===== src/rtl/ripple_count_sampler.sv =====
// Samples a free-running 4-bit ripple counter, keeps only values that have settled, and extends
// them into a wide count. The result goes out on a valid/ready port, and updates are merged while the port is stalled.
module ripple_count_sampler #(
  parameter int SETTLE_CYCLES = 2,
  parameter int EXT_WIDTH     = 16
) (
  input  logic                 clk,
  input  logic                 reset_n,
  input  logic [3:0]           q_in,
  input  logic                 enable,
  input  logic                 clear,
  input  logic                 out_ready,
  output logic                 out_valid,
  output logic [EXT_WIDTH-1:0] out_count,
  output logic                 out_wrapped,
  output logic                 settled
);

  localparam logic [3:0] SETTLE_L = 4'(SETTLE_CYCLES);

  typedef enum logic [1:0] {IDLE, PRESENT, HOLD} state_t;

  state_t               state_q, state_d;
  logic [3:0]           sync1_q, sync1_d;
  logic [3:0]           sync2_q, sync2_d;
  logic [3:0]           prev_q, prev_d;
  logic [3:0]           stab_q, stab_d;
  logic                 settled_q, settled_d;
  logic [3:0]           s_val_q, s_val_d;
  logic [3:0]           last_val_q, last_val_d;
  logic [EXT_WIDTH-1:0] ext_q, ext_d;
  logic                 pwrap_q, pwrap_d;
  logic [EXT_WIDTH-1:0] out_count_q, out_count_d;
  logic                 out_wrapped_q, out_wrapped_d;

  logic [3:0]           delta;
  logic                 wrap_now;
  logic                 acc;
  logic                 hs;
  logic                 pw_merge;
  logic [EXT_WIDTH-1:0] ext_sum;

  // Sampling path: the settle decision is combinational so that an accepted value
  // reaches the output port in the same edge the counter saturates.
  always_comb begin
    sync1_d = q_in;
    sync2_d = sync1_q;
    prev_d  = sync2_q;

    if (sync2_q != prev_q) begin
      stab_d = 4'd0;
    end else if (stab_q == SETTLE_L) begin
      stab_d = stab_q;
    end else begin
      stab_d = stab_q + 4'd1;
    end

    settled_d = (stab_d == SETTLE_L);
    s_val_d   = settled_d ? sync2_q : s_val_q;

    delta    = s_val_d - last_val_q;
    wrap_now = (s_val_d < last_val_q);
    acc      = settled_d && enable && !clear && (s_val_d != last_val_q);
    ext_sum  = ext_q + EXT_WIDTH'(delta);

    // While disabled the baseline follows the input so that skipped motion is never counted.
    if (clear || !enable || acc) begin
      last_val_d = s_val_d;
    end else begin
      last_val_d = last_val_q;
    end
  end

  always_ff @(posedge clk) begin
    if (!reset_n) begin
      state_q <= IDLE;
    end else begin
      state_q <= state_d;
    end
  end

  always_comb begin
    state_d       = state_q;
    ext_d         = ext_q;
    pwrap_d       = pwrap_q;
    out_count_d   = out_count_q;
    out_wrapped_d = out_wrapped_q;
    hs            = (state_q != IDLE) && out_ready;
    pw_merge      = pwrap_q | (acc & wrap_now);

    if (clear) begin
      state_d = IDLE;
      ext_d   = '0;
      pwrap_d = 1'b0;
    end else begin
      if (acc) begin
        ext_d = ext_sum;
      end
      case (state_q)
        IDLE: begin
          if (acc) begin
            out_count_d   = ext_d;
            out_wrapped_d = pw_merge;
            pwrap_d       = 1'b0;
            state_d       = PRESENT;
          end
        end
        PRESENT: begin
          if (hs && acc) begin
            out_count_d   = ext_d;
            out_wrapped_d = pw_merge;
            pwrap_d       = 1'b0;
          end else if (hs) begin
            state_d = IDLE;
          end else if (acc) begin
            pwrap_d = pw_merge;
            state_d = HOLD;
          end
        end
        HOLD: begin
          if (hs) begin
            out_count_d   = ext_d;
            out_wrapped_d = pw_merge;
            pwrap_d       = 1'b0;
            state_d       = PRESENT;
          end else begin
            pwrap_d = pw_merge;
          end
        end
        default: state_d = IDLE;
      endcase
    end
  end

  always_ff @(posedge clk) begin
    if (!reset_n) begin
      sync1_q       <= 4'd0;
      sync2_q       <= 4'd0;
      prev_q        <= 4'd0;
      stab_q        <= 4'd0;
      settled_q     <= 1'b0;
      s_val_q       <= 4'd0;
      last_val_q    <= 4'd0;
      ext_q         <= '0;
      pwrap_q       <= 1'b0;
      out_count_q   <= '0;
      out_wrapped_q <= 1'b0;
    end else begin
      sync1_q       <= sync1_d;
      sync2_q       <= sync2_d;
      prev_q        <= prev_d;
      stab_q        <= stab_d;
      settled_q     <= settled_d;
      s_val_q       <= s_val_d;
      last_val_q    <= last_val_d;
      ext_q         <= ext_d;
      pwrap_q       <= pwrap_d;
      out_count_q   <= out_count_d;
      out_wrapped_q <= out_wrapped_d;
    end
  end

  always_comb begin
    out_valid   = (state_q != IDLE);
    out_count   = out_count_q;
    out_wrapped = out_wrapped_q;
    settled     = settled_q;
  end

endmodule

===== config.mk =====
export PLATFORM = sky130hd
export DESIGN_NAME = ripple_count_sampler
export DESIGN_NICKNAME = d
export VERILOG_FILES = /design/src/rtl/ripple_count_sampler.sv
export SDC_FILE = /design/constraint.sdc
export NUM_CORES = 1
export LEC_CHECK = 0
export ABC_AREA = 1
export ABC_CLOCK_PERIOD_IN_PS = 7750
export CAP_MARGIN = 20
export CORE_MARGIN = 2
export CORE_UTILIZATION = 32
export CTS_CLUSTER_SIZE = 20
export DETAILED_ROUTE_END_ITERATION = 10
export DONT_BUFFER_PORTS = 1
export PLACE_DENSITY = 0.49
export REMOVE_ABC_BUFFERS = 1
export SLEW_MARGIN = 15
export SYNTH_ARGS = -nofsm -noshare
export SYNTH_HDL_FRONTEND = slang
export SYNTH_SLANG_ARGS = --single-unit

===== constraint.sdc =====
create_clock -name clk -period 7.75 [get_ports clk]
set_input_delay 1.55 -clock clk [delete_from_list [all_inputs] [get_ports clk]]
set_output_delay 1.55 -clock clk [all_outputs]
set_load 0.02 [all_outputs]

After elaboration in Yosys (flattened, before gate mapping)
Index checks and enable logic that the tools add are counted.

storage, ports and cells
  register bits after elaboration = 61
  bits of input ports = 9
  word-level logic and storage cells = 72

operators by class
  add/sub/neg operators = 3
  order comparisons = 1
  equality and inequality tests = 13
  multiplexer cells = 23
  bitwise operators = 4
  reductions and logical operators = 16

operators by type and width
  cell                                                                    number
  16-bit two-way mux                                                      4
  16-bit case mux with 3 select lines                                     1
  16-bit by 4-bit adder with 16-bit output                                1
  4-bit two-way mux                                                       3
  2-bit two-way mux                                                       5
  3-bit inequality test (second input constant)                           3
  4-bit by 2-bit equality test with 1-bit output (second input constant)  2
  2-bit inequality test (second input constant)                           4
  4-bit inequality test                                                   2
  4-bit AND reduction                                                     2
  1-bit two-way mux                                                       7
  1-bit case mux with 3 select lines                                      2
  2-bit case mux with 3 select lines                                      1
  1-bit logical AND                                                       5
  5-bit AND reduction                                                     1
  4-bit by 1-bit adder with 4-bit output (second input constant)          1
  4-bit < comparator                                                      1
  4-bit subtractor                                                        1
  3-bit nonzero test                                                      1
  2-bit by 1-bit equality test with 1-bit output (second input constant)  1
  2-bit equality test (second input constant)                             1
  1-bit logical NOT                                                       2
  2-bit logical NOT                                                       1
  1-bit logical OR                                                        2
  5 further kinds                                                         6

Logic depth before layout (Yosys ltp)
  word-level depth = 13
  depth in mapped cells = 27
  gate-level depth less buffers = 27

Least setup slack after synthesis
No wires, ideal clock.

  path kind = register to register
  start point = register stab_q[0]
  end point = register out_count_q[10], in the netlist out_count[10]
  arrival time = 3.512 ns
  path slack = 4.125 ns
  stages on the path, launching flop included = 22
  path buffers = 0
  period minus slack after synthesis = 3.625 ns
  cell sequence = dfxtp_1 -> inv_1 -> ha_1 -> nand4_1 -> nand2_1 -> nor2_1 -> nand2_1 -> nor2_1 -> o21ai_0 -> ha_1 -> fa_1 -> xnor2_1 -> ha_1 -> nand3_1 -> nand3_1 -> nand3_1 -> nor3_1 -> inv_1 -> o21ai_0 -> nand2_1 -> nor2_1 -> nor2_1

between the ends
  longest elaborated chain between the ends = 10

ends and longest elaborated chain
  element                                                                                                   line     text
  start, declared                                                                                           27       logic [3:0] stab_q, stab_d;
  start signal, assigned                                                                                    152      stab_q <= stab_d;
  4-bit by 1-bit adder with 4-bit output or 4-bit by 2-bit equality test with 1-bit output (tied branches)  55, 52
  4-bit two-way mux (*)                                                                                     52       end else if (stab_q == SETTLE_L) begin
  4-bit two-way mux (*)                                                                                     50       if (sync2_q != prev_q) begin
  4-bit by 2-bit equality test with 1-bit output (*)                                                        58       settled_d = (stab_d == SETTLE_L);
  4-bit two-way mux or 1-bit logical AND (tied branches)                                                    59, 63
  4-bit subtractor, or another cell as far along                                                            61       delta = s_val_d - last_val_q;
  16-bit by 4-bit adder with 16-bit output or 1-bit logical AND (tied branches)                             64, 63
  16-bit two-way mux or 1-bit logical AND (tied branches)                                                   96, 109
  16-bit two-way mux, or another cell as far along                                                          121      if (hs) begin
  16-bit case mux with 3 select lines or 5-bit AND reduction (tied branches)                                --
  end signal, assigned                                                                                      158      out_count_q <= out_count_d;
  end, declared                                                                                             33       logic [EXT_WIDTH-1:0] out_count_q, out_count_d;

Mark *: on every way between the ends. The rest lies on a longest branch, timed or not. The select of a mux whose other input is x is not followed.
A chain may end at the register's enable or synchronous reset.

Worst setup path in the final report
  start point = register stab_q[0]
  end point = register out_count_q[12], in the netlist out_count[12]

between the ends
  longest elaborated chain between the ends = 10

ends and longest elaborated chain
  element                                                                                                   line     text
  4-bit by 1-bit adder with 4-bit output or 4-bit by 2-bit equality test with 1-bit output (tied branches)  55, 52
  4-bit two-way mux (*)                                                                                     52
  4-bit two-way mux (*)                                                                                     50
  4-bit by 2-bit equality test with 1-bit output (*)                                                        58
  4-bit two-way mux (*)                                                                                     59       s_val_d = settled_d ? sync2_q : s_val_q;
  net s_val_d[2]                                                                                            29       logic [3:0] s_val_q, s_val_d;
  4-bit subtractor or 4-bit inequality test (tied branches)                                                 61, 63
  16-bit by 4-bit adder with 16-bit output or 1-bit logical AND (tied branches)                             64, 63
  16-bit two-way mux or 1-bit logical AND (tied branches)                                                   96, 109
  16-bit two-way mux, or another cell as far along                                                          121
  16-bit case mux with 3 select lines or 5-bit AND reduction (tied branches)                                --

Mark *: on every way through the listed nets, which the timed path passes. The rest lies on a longest branch. The select of a mux whose other input is x is not followed.

==> results.py <==
metrics = {
    "timing": {
        "fin_ws_ps": 2500,
        "finalSetupViolCount": 0,
        "rsz0062_at_grt": "no",
        "slew_headroom": 0.425,
        "clock_skew_ps": 14.2,
        "maxSlewViolCount": 0,
        "max_freq_mhz": 190,
        "period_minus_slack_ps": 5250,
        "hold_viol": 0,
        "post-route-period-util": 0.678,
        "setup_tns_ps": 0,
        "tightestPinTransition_ps": 863,
    },
    "finish": {
        "diodes": 0,
        "multiInputGateArea_um2": 1590,
        "seqCellArea_um2": 1220,
        "drive_gt1_frac": 0.0499,
        "n_fill_cell": 1036,
        "nets": 502,
        "area_delta_synth_final_pct": 11.7,
    },
    "setup_path": {
        "crit_fanout": 22,
        "cp.arrival_ps": 5490,
        "worstSetupEndpointType": "register",
        "r2r_slack_ps": 2500,
        "critPathRequiredTime_ps": 7990,
        "crit_type": "register to register",
        "startpoint_type": "register",
    },
    "yosys": {
        "syn_area_um2": 3160,
        "synth_area_leaders": "dfxtp_1 (39%), nand2_1 (17%), inv_1 (8.6%), nor2_1 (7.6%), ha_1 (5.9%)",
        "synth_ff_type": "dfxtp_1",
        "ys_warn_count": 0,
        "synth.most_common_cell": "nand2_1",
        "synth_top_area_share": 0.387,
        "synth_common_cells": "nand2_1 (140), inv_1 (72), nor2_1 (64)",
        "yosys.area.top_type": "dfxtp_1",
        "synth_enable_flop_cells": 0,
        "ys_async_sr_fraction": 0,
        "avgSynthCellArea_um2": 6.63,
        "ys_seq_area_frac": 0.387,
        "synth_cells": 476,
        "ys_types": 25,
        "synth-seq-cells": 61,
    },
    "detailed_routing": {
        "met3_length_um": 389,
        "drtIter0Drc": 73,
        "drt_pass1_iterations": 4,
        "ant_nets": 0,
        "drt-wirelength-per-cell_um": 10.7,
        "met1Wirelength_um": 3250,
        "top_layer": "met4",
        "met2_length_um": 2830,
        "wl_um": 6590,
        "drc_errors": 0,
        "avgViaCountPerCell": 4.33,
        "vias": 2660,
    },
    "hold_path": {
        "worstHoldPathType": "register to register",
    },
    "global_route": {
        "grt-ovfl-total": 0,
        "grt_max_degree": 36,
        "grt_pass1_vias": 2529,
        "grt_pass1_wl_um": 11400,
        "antenna_found_initial": 0,
        "grt_use_total": 0.138,
    },
    "floorplanning": {
        "die_h_um": 103,
        "chipWidth_um": 103,
        "core_area_um2": 9680,
        "start_util": 0.326,
        "rows": 36,
        "die-area_um2": 10700,
        "io_pins": 28,
    },
    "cts": {
        "post_cts_buffers": 0,
        "clock_latency_ps": 350,
        "cts_buffer_depth": 2,
        "root_buffer": "clkbuf_8",
        "post_cts_resized": 0,
        "numCtsBuffers": 9,
        "cts.sinks": 61,
        "cts_tree": "done",
        "cts_hold_buf": 0,
        "clkTransAtPathRegs_ps": 70,
        "cts.htree.levels": 3,
    },
    "placement": {
        "place_congestion": 0.812,
        "portBuffers": 0,
        "pre_cts_ws_ps": 2510,
        "dp.final_hpwl_um": 4770,
    },
    "run": {
        "drv_cap": 0,
    },
    "power_and_ir_drop": {
        "power_density_nw_per_um2": 210,
        "p_leak_nw": 1.73,
        "max-vdd-ir-drop_v": 0.0000815,
    },
    "outcome": {
        "status": "completed",
    },
}
[placed cells by master (no fill, tap or decap), types with 3 or more instances in the layout]
cell type,n
o21ai_0,15
inv_1,72
clkbuf_8,12
dfxtp_1,61
nor2_1,64
xor2_1,4
ha_1,15
nor3_1,3
nand4_1,10
o21a_1,3
a21oi_1,28
nor2_2,3
nand3b_1,3
bufinv_16,3
or2_2,3
nand3_1,28
nand2_1,140
inv_2,3
[logic make-up after synthesis]
logic type	synth area share
simple gates	0.335
buf+inv	0.110
flops	0.387
compound gates	0.0801
fa+ha+maj	0.0721
xor+xnor	0.0166
[cell type report]
type	count	share of cell area
clock buffer	13	0.0479
clock inverter	3	0.0256
inverter	77	0.0820
multi-input combinational	327	0.451
sequential	61	0.346
tap	133	0.0472
[report_power, final]
group          internal (W)  leakage, nW  switching (W)
Clock              0.000240        0.130       0.000126
Sequential         0.000320        0.494     0.00000569
Combinational     0.0000162         1.11      0.0000308
Total              0.000576         1.73       0.000163
[layer usage]
metal,vias up,GRT usage
met5,-,0
met4,0,0.0547
met3,7,0.0504
met2,36,0.219
met1,1152,0.172
li1,1465,-
[path summary, 6_finish.rpt]
| path | start | cells after the start | to |
|---|---|---|---|
| min | sync1_q[2] | 2 | prev_d[2] |
| min reg2reg | sync1_q[2] | 2 | prev_d[2] |
| max | stab_q[0] | 20 | out_count[12] |
| max reg2reg | stab_q[0] | 20 | out_count[12] |
[worst max-delay path, cell delays in order, from the launching register on]
cell,delay [ps]
dfxtp_1,390
inv_1,80
ha_1,210
nand4_1,90
nand2_1,80
nor2_1,170
nand3_1,280
nand2_1,130
o21a_1,160
inv_1,60
ha_1,330
nand2_1,110
nor2_1,50
inv_1,130
nand2_1,70
inv_1,140
nand4_1,670
a21oi_1,970
nand2_1,680
nor2_1,270
nor2_1,60
[sequential cells by signal, indices dropped and copies added (netlist names)]
name,count
pwrap_q,1
last_val_q,4
prev_d,4
prev_q,4
sync1_q,4
stab_q,4
out_count,16
out_wrapped,1
settled,1
state_q,2
s_val_q,4
ext_q,16
[stage by stage]
step           cells  hold slack, ps  cell area (um2)  total power, W   util
3_5_place_dp     598             399             3270        0.000380  0.337
5_1_grt          614             429             3520        0.000773  0.364
6_report         614             411             3520        0.000739  0.364
4_1_cts          614             413             3520        0.000752  0.364
3_3_place_gp     598             394             3270        0.000379  0.337
2_1_floorplan    465             390             3100        0.000369      -
Note: power is estimated with default switching activity, not from simulation.
